===== src/rtl/chan_pkg.sv =====
// Constants shared by the channel controller, the sample fetch stage and the mixer.
package chan_pkg;

  localparam int AW = 22;

  typedef enum logic [1:0] {
    IDLE = 2'd0,
    RD0  = 2'd1,
    RD1  = 2'd2,
    EMIT = 2'd3
  } fetch_state_e;

  // Order of the three address bytes in the controller stream.
  typedef enum logic [1:0] {
    BYTE_HI  = 2'd0,
    BYTE_MID = 2'd1,
    BYTE_LO  = 2'd2
  } addr_byte_e;

endpackage


===== src/rtl/chan_addr_fifo.sv =====
// Small address FIFO between the byte assembler and the fetch FSM.
module chan_addr_fifo #(
  parameter int W       = 22,
  parameter int DEPTH_L = 2
) (
  input  logic         clk,
  input  logic         rst_n,
  input  logic         push_i,
  input  logic [W-1:0] push_data_i,
  input  logic         pop_i,
  output logic [W-1:0] pop_data_o,
  output logic         full_o,
  output logic         empty_o
);

  localparam int DEPTH = 1 << DEPTH_L;

  logic [W-1:0]       mem_q [DEPTH];
  logic [DEPTH_L-1:0] wptr_q, rptr_q;
  logic [DEPTH_L:0]   cnt_q;
  logic               do_push, do_pop;

  assign full_o     = (cnt_q == (DEPTH_L+1)'(DEPTH));
  assign empty_o    = (cnt_q == '0);
  assign do_pop     = pop_i && !empty_o;
  // A pop in the same cycle frees a slot, so a push into a full queue still lands.
  assign do_push    = push_i && (!full_o || do_pop);
  assign pop_data_o = mem_q[rptr_q];

  always_ff @(posedge clk or negedge rst_n) begin
    if (!rst_n) begin
      wptr_q <= '0;
      rptr_q <= '0;
      cnt_q  <= '0;
    end else begin
      if (do_push) wptr_q <= wptr_q + 1'b1;
      if (do_pop)  rptr_q <= rptr_q + 1'b1;
      cnt_q <= cnt_q + {{DEPTH_L{1'b0}}, do_push} - {{DEPTH_L{1'b0}}, do_pop};
    end
  end

  always_ff @(posedge clk) begin
    if (do_push) mem_q[wptr_q] <= push_data_i;
  end

endmodule


===== src/rtl/chan_fetch.sv =====
// Sample fetch stage: assembles channel addresses, queues them, reads sample bytes, emits pairs.
// CHAN_FETCH_INTERP_EN: read addr and addr+1 per channel; otherwise a single read, byte duplicated.
module chan_fetch #(
  parameter int AW       = chan_pkg::AW,
  parameter int QDEPTH_L = 2
) (
  input  logic          clk,
  input  logic          rst_n,
  input  logic          sync_stb,
  input  logic [7:0]    in_data,
  input  logic          in_stb_addr,
  output logic [AW-1:0] mem_addr,
  output logic          mem_req,
  input  logic          mem_ack,
  input  logic [7:0]    mem_rdata,
  output logic [15:0]   smp_data,
  output logic          smp_stb,
  output logic          ovf
);

  import chan_pkg::*;

  addr_byte_e    bcnt_q, bcnt_eff;
  logic [5:0]    hi_q;
  logic [7:0]    mid_q;
  logic [21:0]   asm_addr;
  logic          push, pop, q_full, q_empty;
  logic [AW-1:0] q_data;

  fetch_state_e  state_q;
  logic [AW-1:0] mem_addr_q;
  logic          mem_req_q, smp_stb_q, ovf_q;
  logic [7:0]    smp0_q;
  logic [15:0]   smp_data_q;
`ifdef CHAN_FETCH_INTERP_EN
  logic [7:0]    smp1_q;
`endif

  // A byte arriving with sync_stb is always the hi byte of a fresh address.
  assign bcnt_eff = sync_stb ? BYTE_HI : bcnt_q;
  assign push     = in_stb_addr && (bcnt_eff == BYTE_LO);
  assign asm_addr = {hi_q, mid_q, in_data};

  always_ff @(posedge clk or negedge rst_n) begin
    if (!rst_n) begin
      bcnt_q <= BYTE_HI;
      hi_q   <= '0;
      mid_q  <= '0;
    end else if (in_stb_addr) begin
      case (bcnt_eff)
        BYTE_HI: begin
          hi_q   <= in_data[5:0];
          bcnt_q <= BYTE_MID;
        end
        BYTE_MID: begin
          mid_q  <= in_data;
          bcnt_q <= BYTE_LO;
        end
        default: bcnt_q <= BYTE_HI;
      endcase
    end else if (sync_stb) begin
      bcnt_q <= BYTE_HI;
    end
  end

  chan_addr_fifo #(
    .W       (AW),
    .DEPTH_L (QDEPTH_L)
  ) u_fifo (
    .clk         (clk),
    .rst_n       (rst_n),
    .push_i      (push),
    .push_data_i (AW'(asm_addr)),
    .pop_i       (pop),
    .pop_data_o  (q_data),
    .full_o      (q_full),
    .empty_o     (q_empty)
  );

  assign pop = (state_q == IDLE) && !q_empty;

  always_ff @(posedge clk or negedge rst_n) begin
    if (!rst_n) begin
      state_q    <= IDLE;
      mem_addr_q <= '0;
      mem_req_q  <= 1'b0;
      smp0_q     <= '0;
`ifdef CHAN_FETCH_INTERP_EN
      smp1_q     <= '0;
`endif
      smp_data_q <= '0;
      smp_stb_q  <= 1'b0;
      ovf_q      <= 1'b0;
    end else begin
      smp_stb_q <= 1'b0;
      if (push && q_full && !pop) ovf_q <= 1'b1;
      case (state_q)
        IDLE: begin
          if (!q_empty) begin
            mem_addr_q <= q_data;
            mem_req_q  <= 1'b1;
            state_q    <= RD0;
          end
        end
        RD0: begin
          if (mem_ack) begin
            smp0_q <= mem_rdata;
`ifdef CHAN_FETCH_INTERP_EN
            // req stays high; only the address moves on to the second byte
            mem_addr_q <= mem_addr_q + AW'(1);
            state_q    <= RD1;
`else
            mem_req_q <= 1'b0;
            state_q   <= EMIT;
`endif
          end
        end
`ifdef CHAN_FETCH_INTERP_EN
        RD1: begin
          if (mem_ack) begin
            smp1_q    <= mem_rdata;
            mem_req_q <= 1'b0;
            state_q   <= EMIT;
          end
        end
`endif
        EMIT: begin
          smp_stb_q <= 1'b1;
`ifdef CHAN_FETCH_INTERP_EN
          smp_data_q <= {smp1_q, smp0_q};
`else
          smp_data_q <= {smp0_q, smp0_q};
`endif
          state_q <= IDLE;
        end
        default: state_q <= IDLE;
      endcase
    end
  end

  assign mem_addr = mem_addr_q;
  assign mem_req  = mem_req_q;
  assign smp_data = smp_data_q;
  assign smp_stb  = smp_stb_q;
  assign ovf      = ovf_q;

endmodule


===== config.mk =====
export PLATFORM = sky130hd
export DESIGN_NAME = chan_fetch
export DESIGN_NICKNAME = d
export VERILOG_FILES = /design/src/rtl/chan_pkg.sv /design/src/rtl/chan_addr_fifo.sv /design/src/rtl/chan_fetch.sv
export SDC_FILE = /design/constraint.sdc
export NUM_CORES = 1
export LEC_CHECK = 0
export BUFFER_PORTS_ARGS = -buffer_cell sky130_fd_sc_hd__buf_2
export CORE_UTILIZATION = 25
export CTS_CLUSTER_SIZE = 12
export DETAILED_ROUTE_END_ITERATION = 16
export PLACE_DENSITY = 0.41
export SYNTH_ARGS = -nofsm -noshare
export SYNTH_HDL_FRONTEND = slang
export SYNTH_HIERARCHICAL = 1
export SYNTH_SLANG_ARGS = --single-unit

===== constraint.sdc =====
create_clock -name clk -period 5.5 [get_ports clk]
set_input_delay 0.275 -clock clk [delete_from_list [all_inputs] [get_ports clk]]
set_output_delay 0.275 -clock clk [all_outputs]
set_load 0.01 [all_outputs]

==> results_dict.tcl <==
set metrics [dict create \
    status "complete, but fails checks" \
    violations "hold timing" \
    wirelength_um 11900 \
    synthToLayoutAreaGrowth_pct 20.25 \
    relSlewSlack 0.1809 \
    grt.overflow.total 0 \
    synth.avg_cell_area_um2 19.72 \
    worst_slack_ps 2437 \
    synthArstFlopShare 0.4286 \
    place_area_um2 6624 \
    synth_top_area_cell "edfxtp_1" \
    start_util 0.2564 \
    reg2reg_slack_ps 2440 \
    setup_viol 0 \
    syn_area_um2 6055 \
    htree_levels 4 \
    synth_top_area_frac 0.4365 \
    worstReg2RegEnd "u_fifo/mem_q[2][4]" \
    row_count 56 \
    worstSetupStartpointType "register" \
    r2r_start "u_fifo/cnt_q[0]" \
    grt.busiest_layer "met2" \
    cpPeakStageDelay_ps 1000 \
    clock-root-buffer "clkbuf_16" \
    crit_arrival_ps 3090 \
    core_area_um2 23610 \
    worstPathBufferInverterCount 2 \
    final_max_slew_viol_count 0 \
    worstPathCellList "nor3_1 > or3_4 > inv_4 > inv_1 > a21boi_2 > and2_1" \
    finalClockSkew_ps 7.616 \
    grt_max_degree 67 \
    final.setup.tns_ps 0 \
    rsz0062_at_grt "false" \
    worst_pin_slew_ps 1229 \
    syn-num-nets 334 \
    synthFlopType "edfxtp_1" \
    wire_per_inst_um 16.93 \
    io_buffer_count 61 \
    hold_viol 20 \
    cts_tree "built" \
    antenna_found_initial 0 \
    finalCriticalPeriod_ps 3063 \
    post-route-cell-area_um2 7281 \
    power_density_nw_per_um2 539.1 \
    finalCritPeriodShare 0.5570 \
    ctsHoldBuffers 0 \
    dp_hpwl_um 7063 \
    place_congestion 0.6680 \
    p_total_mw 3.925 \
    die-area_um2 24840 \
    yosysSeqAreaShare 0.7092 \
    die_w_um 157.6 \
    synth.distinct_cells 37 \
    grt_pass1_vias 3086 \
    peakVddDrop_uv 188.7 \
    ff2ff_path_depth 6 \
    clock_sinks 154 \
    use_met1 0.1287 \
    whs_ps -42.66 \
    place_ws_ps 2319 \
    max_freq_ghz 0.3264 \
    clk_latency_ps 420 \
    die_height_um 157.6 \
    cts_buffers 17 \
    routed-via-count 2863 \
    yosys-top-cells-area "edfxtp_1, dfrtp_1, mux4_2" \
    cp_top_family "simple AND/OR/NAND/NOR gates" \
    use_met3 0.02847 \
    ys_ff_latch 154 \
    final_cell_mix "edfxtp_1, dfrtp_1, buf_2" \
    synth-edff-count 88 \
    vias_per_cell 4.073 \
    drv_cap 0 \
    final_layout_size_suffix_gt1_frac 0.4688 \
    min_path_type "in -> async" \
    drt-initial-drc-count 134 \
    power.leakage_nw 2.791 \
    grtUsageTotal 0.1060 \
    drc 0 \
    end_kind "register" \
    path_class "reg -> reg" \
    syn_inst 307 \
    grtUsageMet2 0.1745 \
    grt_pass1_wl_um 18710 \
    cp_data_required_time_ps 5530 \
    clk_pin_slew_ps 60 \
    antenna_cells 0 \
    layout_commonest_cell "edfxtp_1" \
    crit_fanout 25 \
    final_net_count 398 \
    cts_setup_buffers 0 \
    ctsResizeCount 0 \
    num_io_pins 62 \
    clockBufferDepth 2 \
    drt.antenna.violating_nets 0 \
    cp_slowest_cell "and2_1" \
    dr.pass1.iters 6 \
    yosysWarnings 6 \
    fin_util 0.3083 \
]
-- layout make-up --
class | count | area (um^2)
Multi-Input combinational cell | 124 | 1556
Inverter | 9 | 36.28
Tap cell | 319 | 399.1
Timing Repair Buffer | 65 | 337.8
Clock inverter | 14 | 217.7
Clock buffer | 18 | 439.2
Fill cell | 2325 | 16330
Sequential cell | 154 | 4294
-- metal layers --
metal  up-vias  wire length, um
met3        16              341
met1      1511             5254
li1       1293                -
met2        43             6087
met5         -                0
met4         0              220
-- power by group --
part           internal, mW  switching, mW
Sequential             1.47          0.188
Combinational         0.559          0.417
Clock                 0.820          0.471
Total                  2.85           1.08
-- cells by family after synthesis --
kind of cell,share of synthesized area
multiplexers,0.1827
buffers and inverters,0.03369
flip-flops,0.7092
AND/OR/NAND/NOR,0.02583
XOR/XNOR,0.007233
adder cells (fa/ha/maj),0.01364
AO/OA/AOI/OAI,0.02769
-- registers in the layout (all words and copies together), names as in the netlist --
register       flops
u_fifo/mem_q      88
mem_addr          22
mid_q              8
smp0_q             8
smp_data           8
hi_q               6
u_fifo/cnt_q       3
bcnt_q             2
state_q            2
u_fifo/rptr_q      2
u_fifo/wptr_q      2
mem_req            1
ovf                1
smp_stb            1
-- stage by stage --
stage,instances,hold WS (ps)
after global routing,703,27.69
final,703,-42.66
after global placement,671,457.5
after detailed placement,671,463.0
after floorplan,307,-20.59
after CTS,703,26.48
-- how the worst max path moves through the flow --
stage                                from             endpoint  slack, ps  depth (start not counted)
final                     u_fifo/cnt_q[0]   u_fifo/mem_q[2][4]       2440                          6
after global routing      u_fifo/cnt_q[0]  u_fifo/mem_q[2][10]       2170                          6
after CTS                 u_fifo/cnt_q[0]   u_fifo/mem_q[2][5]       2300                          6
after detailed placement  u_fifo/cnt_q[0]   u_fifo/mem_q[2][1]       2320                          6
after global placement    u_fifo/cnt_q[0]  u_fifo/mem_q[2][12]       2420                          6
after floorplan           u_fifo/cnt_q[1]      u_fifo/cnt_q[2]       3090                         11
-- cell usage after synthesis, drive strengths merged (2+ instances only) --
library cell   n
edfxtp        88
dfrtp         66
mux2          47
mux4          22
buf           19
inv            9
a21bo          7
nand2          7
o22ai          6
ha             5
and2           4
xnor2          4
a21oi          2
and4bb         2
nand2b         2
nand3b         2
nor3b          2
Note: power is estimated with default switching activity, not from simulation.
